$ cat src/rtl/mips_trace_pkg.sv
// Shared defaults and the entry layout for the MIPS result trace buffer.
// The FIFO itself stores the entry as a flat {data, stamp} word.
package mips_trace_pkg;

  localparam int TRACE_DATA_W  = 32;
  localparam int TRACE_STAMP_W = 16;
  localparam int TRACE_DEPTH   = 8;
  localparam int TRACE_DROP_W  = 8;

  typedef struct packed {
    logic [TRACE_DATA_W-1:0]  data;
    logic [TRACE_STAMP_W-1:0] stamp;
  } trace_entry_t;

endpackage

$ cat src/rtl/trace_fifo.sv
// Synchronous FIFO with a separate occupancy register.
// A push into a full FIFO is only accepted when a pop frees the head in the same cycle.
module trace_fifo #(
  parameter int WIDTH = 48,
  parameter int DEPTH = 8
) (
  input  logic                     i_clk,
  input  logic                     i_reset,
  input  logic                     i_push,
  input  logic [WIDTH-1:0]         i_push_data,
  input  logic                     i_pop,
  output logic                     o_full,
  output logic                     o_empty,
  output logic [$clog2(DEPTH):0]   o_count,
  output logic [WIDTH-1:0]         o_head
);

  localparam int AW = $clog2(DEPTH);
  localparam int CW = AW + 1;

  logic [AW-1:0]    r_wr_ptr;
  logic [AW-1:0]    r_rd_ptr;
  logic [CW-1:0]    r_count;
  logic [WIDTH-1:0] r_mem [DEPTH];

  logic w_do_push;
  logic w_do_pop;

  assign o_full    = (r_count == CW'(DEPTH));
  assign o_empty   = (r_count == {CW{1'b0}});
  assign w_do_pop  = i_pop & ~o_empty;
  assign w_do_push = i_push & (~o_full | w_do_pop);
  assign o_count   = r_count;
  assign o_head    = r_mem[r_rd_ptr];

  // Storage, pointers and occupancy; memory is cleared so the head reads zero after reset.
  always_ff @(posedge i_clk) begin
    if (i_reset) begin
      r_wr_ptr <= {AW{1'b0}};
      r_rd_ptr <= {AW{1'b0}};
      r_count  <= {CW{1'b0}};
      for (int i = 0; i < DEPTH; i++) begin
        r_mem[i] <= {WIDTH{1'b0}};
      end
    end else begin
      if (w_do_push) begin
        r_mem[r_wr_ptr] <= i_push_data;
        r_wr_ptr        <= r_wr_ptr + AW'(1);
      end
      if (w_do_pop) begin
        r_rd_ptr <= r_rd_ptr + AW'(1);
      end
      case ({w_do_push, w_do_pop})
        2'b10:   r_count <= r_count + CW'(1);
        2'b01:   r_count <= r_count - CW'(1);
        default: r_count <= r_count;
      endcase
    end
  end

endmodule

$ cat src/rtl/result_trace_buffer.sv
// Watches the MIPS result bus, stamps each change with a free-running cycle count
// and queues (value, stamp) pairs for a valid/ready consumer.
module result_trace_buffer
  import mips_trace_pkg::*;
#(
  parameter int DATA_W  = TRACE_DATA_W,
  parameter int STAMP_W = TRACE_STAMP_W,
  parameter int DEPTH   = TRACE_DEPTH,
  parameter int DROP_W  = TRACE_DROP_W
) (
  input  logic                    cclk,
  input  logic                    reset,
  input  logic [DATA_W-1:0]       result_in,
  input  logic                    capture_en,
  output logic                    out_valid,
  input  logic                    out_ready,
  output logic [DATA_W-1:0]       out_data,
  output logic [STAMP_W-1:0]      out_stamp,
  output logic [$clog2(DEPTH):0]  fifo_count,
  output logic                    overflow,
  output logic [DROP_W-1:0]       drop_count
);

  logic [STAMP_W-1:0] r_stamp;
  logic [DATA_W-1:0]  r_last_val;
  logic               r_last_valid;
  logic               r_overflow;
  logic [DROP_W-1:0]  r_drop_count;

  logic                        w_cap;
  logic                        w_drop;
  logic                        w_full;
  logic                        w_empty;
  logic [DATA_W+STAMP_W-1:0]   w_head;

  // The first enabled cycle after reset captures unconditionally, even for a zero result.
  assign w_cap  = capture_en & (~r_last_valid | (result_in != r_last_val));
  assign w_drop = w_cap & w_full & ~(out_ready & ~w_empty);

  trace_fifo #(
    .WIDTH (DATA_W + STAMP_W),
    .DEPTH (DEPTH)
  ) u_fifo (
    .i_clk       (cclk),
    .i_reset     (reset),
    .i_push      (w_cap),
    .i_push_data ({result_in, r_stamp}),
    .i_pop       (out_ready),
    .o_full      (w_full),
    .o_empty     (w_empty),
    .o_count     (fifo_count),
    .o_head      (w_head)
  );

  assign out_valid  = ~w_empty;
  assign out_data   = w_head[STAMP_W +: DATA_W];
  assign out_stamp  = w_head[STAMP_W-1:0];
  assign overflow   = r_overflow;
  assign drop_count = r_drop_count;

  // Stamp counter, change-detect history and sticky drop accounting.
  always_ff @(posedge cclk) begin
    if (reset) begin
      r_stamp      <= {STAMP_W{1'b0}};
      r_last_val   <= {DATA_W{1'b0}};
      r_last_valid <= 1'b0;
      r_overflow   <= 1'b0;
      r_drop_count <= {DROP_W{1'b0}};
    end else begin
      r_stamp <= r_stamp + STAMP_W'(1);
      if (w_cap) begin
        r_last_val   <= result_in;
        r_last_valid <= 1'b1;
      end
      if (w_drop) begin
        r_overflow <= 1'b1;
        if (r_drop_count != {DROP_W{1'b1}}) begin
          r_drop_count <= r_drop_count + DROP_W'(1);
        end
      end
    end
  end

endmodule

$ cat config.mk
export PLATFORM = sky130hd
export DESIGN_NAME = result_trace_buffer
export DESIGN_NICKNAME = d
export VERILOG_FILES = /design/src/rtl/mips_trace_pkg.sv /design/src/rtl/trace_fifo.sv /design/src/rtl/result_trace_buffer.sv
export SDC_FILE = /design/constraint.sdc
export NUM_CORES = 1
export LEC_CHECK = 0
export CORE_AREA = 2 2 200 202
export DETAILED_ROUTE_END_ITERATION = 7
export DIE_AREA = 0 0 202 204
export PLACE_DENSITY = 0.72
export SLEW_MARGIN = 20
export SYNTH_ARGS = -nofsm -noshare
export SYNTH_HDL_FRONTEND = slang
export SYNTH_HIERARCHICAL = 1
export SYNTH_SLANG_ARGS = --single-unit
$ cat constraint.sdc
create_clock -name cclk -period 3.6 [get_ports cclk]
set_input_delay 0.36 -clock cclk [delete_from_list [all_inputs] [get_ports cclk]]
set_output_delay 0.36 -clock cclk [all_outputs]
set_load 0.05 [all_outputs]
# Yosys cells after proc, flatten, opt, wreduce, memory -nomap -nowiden
# Memory sizes are Yosys's and may differ from the RTL's. A register that Yosys moved wholly into a read port is not among the register bits.
# Index checks and enable logic that the tools add are counted.
# classes
add_sub_neg,6
eq_ne,5
n_mux,11
bitwise_logic,11
n_reduce_logical,4
# ops
cell,n
48-bit two-way mux,1
48-bit OR reduction,1
32-bit inequality test,1
16-bit by 1-bit adder with 16-bit output (second input constant),1
3-bit two-way mux,3
8-bit by 1-bit adder with 8-bit output (second input constant),1
8-bit inequality test (second input constant),1
4-bit case mux with 2 select lines,1
3-bit by 1-bit adder with 3-bit output (second input constant),2
1-bit two-way mux,6
1-bit AND,5
4-bit by 1-bit adder with 4-bit output (second input constant),1
4-bit == test (second input constant),1
4-bit logical NOT,1
1-bit inverter,4
4-bit by 1-bit subtractor with 4-bit output (second input constant),1
2-bit by 1-bit == test with 1-bit output (second input constant),1
2-bit == test (second input constant),1
1-bit OR,2
2-bit AND reduction,1
2-bit nonzero test,1
# totals
regBits,68
mem_bits_rw,384
input_bits,36
output_inout_bits,62
n_memories,1
# mem_list
memory,words,word_bits,rd,rd_clocked_by_memory_dff,write_ports,line_no,text
u_fifo.r_mem,8,48,1,1,8,trace_fifo.sv:24,logic [WIDTH-1:0] r_mem [DEPTH];

# Logic depth before layout (Yosys ltp)
# Gate-level depths: netlist of the first run.
# logic_depth
depth_word,10
mapped_depth,14
mapped_depth_nobuf,12

# Cells and area by module
# The synthesis of the first run kept the hierarchy.
# by_module_without_submodules
mod,n_inst,cells_per_inst,area_each_um2
trace_fifo,1,1183,17429.2
result_trace_buffer,1,275,2636.3

# Least setup slack after synthesis of the first run
# Ideal clock, no wire load.
# synth_timing
kind,input to register
startpoint,input port result_in[11]
endpoint,memory u_fifo.r_mem[5][0] (enable)
setup_ns,0.409
t_arrival_ns,2.956
required_ns,3.191
path_slack_ns,0.235
stages,11
n_path_buf,3
cell_sequence,xor2_1 -> nor4_2 -> nand4_1 -> o31ai_4 -> inv_4 -> buf_6 -> buf_2 -> o21a_4 -> buf_6 -> nor2b_4 -> a31o_1
# synth_rtl
element,line_no,text
start: declaration,result_trace_buffer.sv:13,"input logic [DATA_W-1:0] result_in,"
end: declaration,trace_fifo.sv:24,

==> impl_metrics.py, run 1 <==
metrics = {
    "cts": {
        "clk-insertion-delay-late_ps": 560,
        "cts_hold_buf": 0,
        "cts_tree": "yes",
        "cts_resized": 0,
        "clk_pin_slew_ps": 60,
        "htreeDepth": 2,
        "numCtsBuffers": 44,
        "cts.sinks": 455,
        "cts_max_path_buffers": 3,
        "clockRootBuffer": "clkbuf_16",
        "cts_setup_buffers": 0,
    },
    "grt": {
        "grtUsageMet3_pct": 3.603,
        "grt_pass1_wl_mm": 72.21,
        "grt_usage_pct": 23.12,
        "grtUsageMet1_pct": 30.72,
        "top_usage_layer": "met2",
        "antenna_found_initial": 1,
        "grt_use_met2_pct": 38.57,
        "grt_pass1_vias": 12790,
        "globalRouteOverflowTotal": 0,
        "grt_max_degree": 49,
    },
    "synth": {
        "synth_compound_area_share_pct": 1.322,
        "synth-adder-area-share_pct": 0.4739,
        "yosysWarnings": 6,
        "synthesis.area_um2": 20070,
        "synth-seq-area-share_pct": 64.55,
        "ys_ff_latch": 455,
        "synth-simple-area-share_pct": 12.73,
        "syn_avg_cell_area_um2": 13.76,
        "synth-edff-count": 384,
        "synth_area_leaders": "edfxtp_1 57%, mux4_2 11%, nor2_1 8.4%, dfxtp_1 7.1%, mux2_2 2.9%",
        "ys_types": 58,
        "synth_fp_nets": 1501,
        "synth_top_area_cell": "edfxtp_1",
        "yosys_most_used_dff": "edfxtp_1",
        "synthCells": 1458,
        "yosysTopAreaCellShare_pct": 57.47,
        "synthMuxAreaShare_pct": 15.43,
        "synth_top_family_by_area": "multiplexers",
        "ys_async_sr_fraction_pct": 0,
        "post_synth_xor_area_fraction_pct": 2.270,
    },
    "die": {
        "die_area_um2": 41210,
        "dieHeight_um": 204,
        "num_rows": 73,
        "start_util_pct": 51.21,
        "io_pins": 98,
        "fp.dieW_um": 202,
        "core_um2": 39180,
    },
    "setup_path": {
        "crit_arrival_ps": 3040,
        "required_ps": 3240,
        "path_max_fanout": 46,
        "critical-path-top-delay-family": "buffers and inverters",
        "path_depth": 4,
        "cp-end-kind": "output port",
        "crit_path_start_kind": "register",
        "worstSetupPathType": "register to output port",
        "cp_num_buf_inv": 2,
        "crit_slowest_cell": "clkdlybuf4s50_1",
        "r2r_cells": 14,
        "crit_chain": "buf_12 > mux4_2 > mux2_2 > clkdlybuf4s50_1",
        "cp_slowest_stage_delay_ps": 710,
    },
    "sta": {
        "hold_viol_final": 0,
        "period_share_pct": 94.52,
        "timing.hold.ws_ps": 456.0,
        "clock.fmax_mhz": 293.9,
        "slew_violations": 0,
        "skew_ps": 20.03,
        "relSlewSlack_pct": 37.00,
        "period_minus_slack_ps": 3403,
        "rsz0062_at_grt": "no",
        "worst_pin_slew_ps": 942.8,
        "finalSetupViolations": 0,
        "setup-tns-final_ps": 0,
    },
    "final_layout": {
        "nNetsFinal": 1617,
        "layout_common_cells": "449 x nor2_1, 384 x edfxtp_1, 104 x nand2_1",
        "area_delta_synth_final_pct": 17.07,
        "nFillCells": 2926,
        "drive_above_1_share_pct": 19.32,
        "final_area_um2": 23490,
        "postLayoutCoreUtil_pct": 59.95,
        "layout_commonest_cell": "nor2_1",
    },
    "power": {
        "vdd_drop_max_uv": 574.4,
        "power_mw": 14.91,
        "p_leak_nw": 8.256,
        "power.density_nw_per_um2": 634.7,
    },
    "placement": {
        "numPortBuffers": 97,
        "place_hpwl_mm": 28.42,
        "dpl-instance-area_um2": 22090,
        "gp_congestion": 0.7906,
    },
    "worst_hold_path": {
        "hold_class": "primary input to register",
        "worstHoldPathCells": 3,
    },
    "routing": {
        "post-route-drc-count": 0,
        "drt_iter0_markers": 1165,
        "viasPerCell": 5.713,
        "routed-via-count": 12200,
        "totalWireLength_mm": 46.91,
        "ant_nets": 0,
        "drtPass1Iterations": 5,
        "wl_per_cell_um": 21.96,
    },
    "run_status": {
        "status": "finished, final reports clean",
    },
    "flow_run": {
        "max_cap_violations": 0,
    },
}
==> worst register-to-register path, delay by kind of cell, from the launching register on <==
kind	cells	cell delay, ps
and+or+nand+nor	4	1000
DFF	1	320
AOI/OAI and AO/OA	4	860
buffers and inverters	4	410
xor gates and xnor gates	1	210
adders and majority gates	1	250
==> layout make-up <==
type / instances / area [um2] / share of cell area (%)
Sequential cell: 455 / 12960 / 55.17
Inverter: 6 / 25.02 / 0.1065
Multi-Input combinational cell: 899 / 6507 / 27.70
Timing Repair Buffer: 168 / 1942 / 8.266
Clock inverter: 20 / 176.4 / 0.7510
Tap cell: 525 / 656.9 / 2.796
Clock buffer: 62 / 1220 / 5.193
Antenna cell: 1 / 2.502 / 0.01065
==> cell usage after synthesis, types with 4 or more instances <==
master      n
edfxtp_1  384
a21oi_1     7
buf_2      28
mux4_2     96
nor2b_1     8
mux2i_1    36
buf_4      12
inv_1       5
mux2_2     51
nor3_1      4
nor2_1    450
dfxtp_1    71
nand2_1   105
ha_1        6
and3_1      4
nand3_1    13
xor2_1     43
and2_1      4
nand2b_1    4
o21ai_0     5
clkbuf_1   34
nand4_1     5
buf_6      23
xnor2_1     9
nor4_1      6
==> layer usage <==
metal / part of all wire, % / wire [um] / up-vias
met4: 3.2 / 1504 / 0
li1: - / - / 5482
met5: 0 / 0 / -
met3: 6.7 / 3140 / 101
met2: 49 / 22950 / 458
met1: 41 / 19310 / 6161
==> path summary, 6_finish.rpt <==
path,to,startpoint,slack (ps)
worst max-delay path,out_stamp[14],register,200
worst min-delay path,r_last_val[9],reset,460
worst max register to register,u_fifo/o_count[3],r_last_val[14],460
worst min register to register,r_last_valid,r_last_valid,490
==> flip-flops by register name, indices dropped and copies added, names as in the netlist, named ones only <==
| register | flops |
|---|---|
| u_fifo/r_wr_ptr | 3 |
| drop_count | 8 |
| r_last_val | 32 |
| r_stamp | 16 |
| u_fifo/r_mem | 384 |
| u_fifo/o_count | 4 |
| r_last_valid | 1 |
| overflow | 1 |
| u_fifo/r_rd_ptr | 3 |
==> per-stage QoR <==
| step | instances | worst slack (ps) |
|---|---|---|
| after floorplan | 1458 | 234.6 |
| after global placement | 2053 | 59.03 |
| after detailed placement | 2053 | 6.708 |
| after CTS | 2135 | 134.0 |
| after global routing | 2136 | 68.24 |
| final | 2136 | 197.3 |
==> power breakdown <==
| group | switching, mW | total [mW] | internal, mW |
|---|---|---|---|
| Combinational | 2.40 | 4.16 | 1.76 |
| Sequential | 0.215 | 6.26 | 6.05 |
| Clock | 1.90 | 4.48 | 2.59 |
| Total | 4.51 | 14.9 | 10.4 |
==> cell families (layout without fill, tap and decap cells) <==
family                   count (synthesis)  in the layout
flip-flops                             455            455
adder cells (fa/ha/maj)                  7              7
AO/OA/AOI/OAI                           34             34
multiplexers                           183            183
buffers and inverters                  104            256
other                                    0              1
XOR/XNOR                                52             52
AND/OR/NAND/NOR                        623            623
(Power assumes the default switching activity.)
==> run 2: changes to the inputs <==
--- a/config.mk
+++ b/config.mk
@@ -8,7 +8,9 @@
 export CORE_AREA = 2 2 200 202
 export DETAILED_ROUTE_END_ITERATION = 7
 export DIE_AREA = 0 0 202 204
+export GPL_ROUTABILITY_DRIVEN = 0
 export PLACE_DENSITY = 0.72
+export SKIP_CTS_REPAIR_TIMING = 1
 export SLEW_MARGIN = 20
 export SYNTH_ARGS = -nofsm -noshare
 export SYNTH_HDL_FRONTEND = slang
==> results of run 2 <==
Same layout as run 1: the final DEF is identical, and so are final timing and power.
==> run 3: changes to the inputs <==
--- a/config.mk
+++ b/config.mk
@@ -6,6 +6,8 @@
 export NUM_CORES = 1
 export LEC_CHECK = 0
 export CORE_AREA = 2 2 200 202
+export CTS_BUF_LIST = sky130_fd_sc_hd__clkbuf_4 sky130_fd_sc_hd__clkbuf_8
+export CTS_CLUSTER_SIZE = 28
 export DETAILED_ROUTE_END_ITERATION = 7
 export DIE_AREA = 0 0 202 204
 export GPL_ROUTABILITY_DRIVEN = 0
==> run 3 against run 2 <==
Routed wire length up 0.30%. Clock power down 6.7%. Global-route usage up 0.10 points. Via count up 1.0%. Sequential share of layout area up 0.071 points. Critical path type unchanged. Largest cell class unchanged. Highest routed layer unchanged.
==> impl_metrics.py, run 3 (synthesis results as in run 1) <==
metrics = {
    "routing": {
        "totalWireLength_mm": 47.05,
        "routed-via-count": 12330,
        "drt_iter0_markers": 1096,
        "drtPass1Iterations": 5,
        "wl_per_cell_um": 21.54,
        "viasPerCell": 5.645,
        "ant_nets": 0,
        "post-route-drc-count": 0,
    },
    "final_layout": {
        "drive_above_1_share_pct": 21.94,
        "final_area_um2": 23460,
        "insertedDiodeCount": 0,
        "largest_register_ffs": 384,
        "area_delta_synth_final_pct": 16.92,
        "nFillCells": 2981,
        "final_cells": 2184,
        "multi_input_area_um2": 6507,
        "postLayoutCoreUtil_pct": 59.87,
        "layout_commonest_cell": "nor2_1",
        "biggestRegsByFlops": "u_fifo/r_mem x384, r_last_val x32, r_stamp x16",
        "nNetsFinal": 1644,
        "layout_common_cells": "449 x nor2_1, 384 x edfxtp_1, 104 x nand2_1",
        "seq_area_um2": 12960,
        "top_register": "u_fifo/r_mem",
    },
    "sta": {
        "period_share_pct": 95.27,
        "period_minus_slack_ps": 3430,
        "layout_setup_ws_ps": 170.2,
        "worst_pin_slew_ps": 972.4,
        "slew_violations": 0,
        "rsz0062_at_grt": "no",
        "hold_viol_final": 0,
        "clock.fmax_mhz": 291.6,
        "relSlewSlack_pct": 35.02,
        "skew_ps": 35.17,
        "setup-tns-final_ps": 0,
        "finalSetupViolations": 0,
        "timing.hold.ws_ps": 401.0,
    },
    "cts": {
        "cts_max_path_buffers": 3,
        "clk_pin_slew_ps": 60,
        "clk-insertion-delay-late_ps": 610,
        "cts_tree": "yes",
        "htreeDepth": 3,
        "cts.sinks": 455,
        "clockRootBuffer": "clkbuf_8",
        "numCtsBuffers": 71,
    },
    "placement": {
        "dpl-instance-area_um2": 22090,
        "numPortBuffers": 97,
        "place_hpwl_mm": 28.42,
        "place_ws_ps": 6.708,
        "dp_cells": 2053,
    },
    "setup_path": {
        "critical-path-top-delay-family": "buffers and inverters",
        "crit_arrival_ps": 3070,
        "cp_num_buf_inv": 2,
        "reg2reg_slack_ps": 490,
        "worstSetupPathType": "register to output port",
        "cp_slowest_stage_delay_ps": 710,
        "crit_chain": "buf_12 > mux4_2 > mux2_2 > clkdlybuf4s50_1",
        "crit_path_start_kind": "register",
        "crit_slowest_cell": "clkdlybuf4s50_1",
        "required_ps": 3240,
        "path_max_fanout": 46,
        "cp-end-kind": "output port",
    },
    "power": {
        "power.density_nw_per_um2": 622.3,
        "power_mw": 14.60,
        "vdd_drop_max_uv": 586.0,
        "p_leak_nw": 8.299,
    },
    "worst_hold_path": {
        "hold_class": "primary input to register",
    },
    "grt": {
        "globalRouteOverflowTotal": 0,
        "grt_pass1_vias": 12860,
        "grt_pass1_wl_mm": 72.14,
        "grt_usage_pct": 23.23,
        "grt_max_degree": 49,
        "antenna_found_initial": 0,
    },
    "run_status": {
        "status": "finished, final reports clean",
    },
    "die": {
        "dieHeight_um": 204,
        "die_area_um2": 41210,
        "io_pins": 98,
        "start_util_pct": 51.21,
        "num_rows": 73,
        "fp.dieW_um": 202,
        "core_um2": 39180,
    },
    "flow_run": {
        "max_cap_violations": 0,
    },
}
[run 3: worst paths after layout]
kind | from | end | cells past startpoint
max reg2reg | r_last_val[14] | u_fifo/o_count[3] | 14
min reg2reg | r_stamp[0] | r_stamp[0] | 1
min | reset | r_last_valid | 3
max | register | out_stamp[5] | 4
[run 3: metal layers]
layer | vias up | wire length (um) | global-route usage [%]
met3 | 100 | 3441 | 3.938
met5 | - | 0 | 0
li1 | 5539 | - | -
met4 | 0 | 1435 | 8.929
met2 | 509 | 22850 | 38.92
met1 | 6181 | 19330 | 30.59
[run 3: final cells by class]
class | instances | share of cell area (%)
Sequential cell | 455 | 55.25
Multi-Input combinational cell | 899 | 27.74
Timing Repair Buffer | 168 | 8.277
Clock buffer | 103 | 5.296
Tap cell | 525 | 2.800
Clock inverter | 28 | 0.5386
Inverter | 6 | 0.1067
[run 3: report_power, final]
group          internal, mW  switching (mW)
combinational          1.76            2.39
sequential             6.05           0.212
clock                  2.22            1.96
total                  10.0            4.56
[run 3: worst register-to-register path, stage by stage (launching register included)]
cell	delay, ps
dfxtp_1	320
xor2_1	210
nor4_1	290
buf_4	140
nand4_1	140
o31ai_4	310
buf_12	150
inv_4	30
or2_2	300
inv_1	90
ha_1	250
a21oi_1	270
nor4bb_1	260
o21bai_1	110
a31oi_1	140
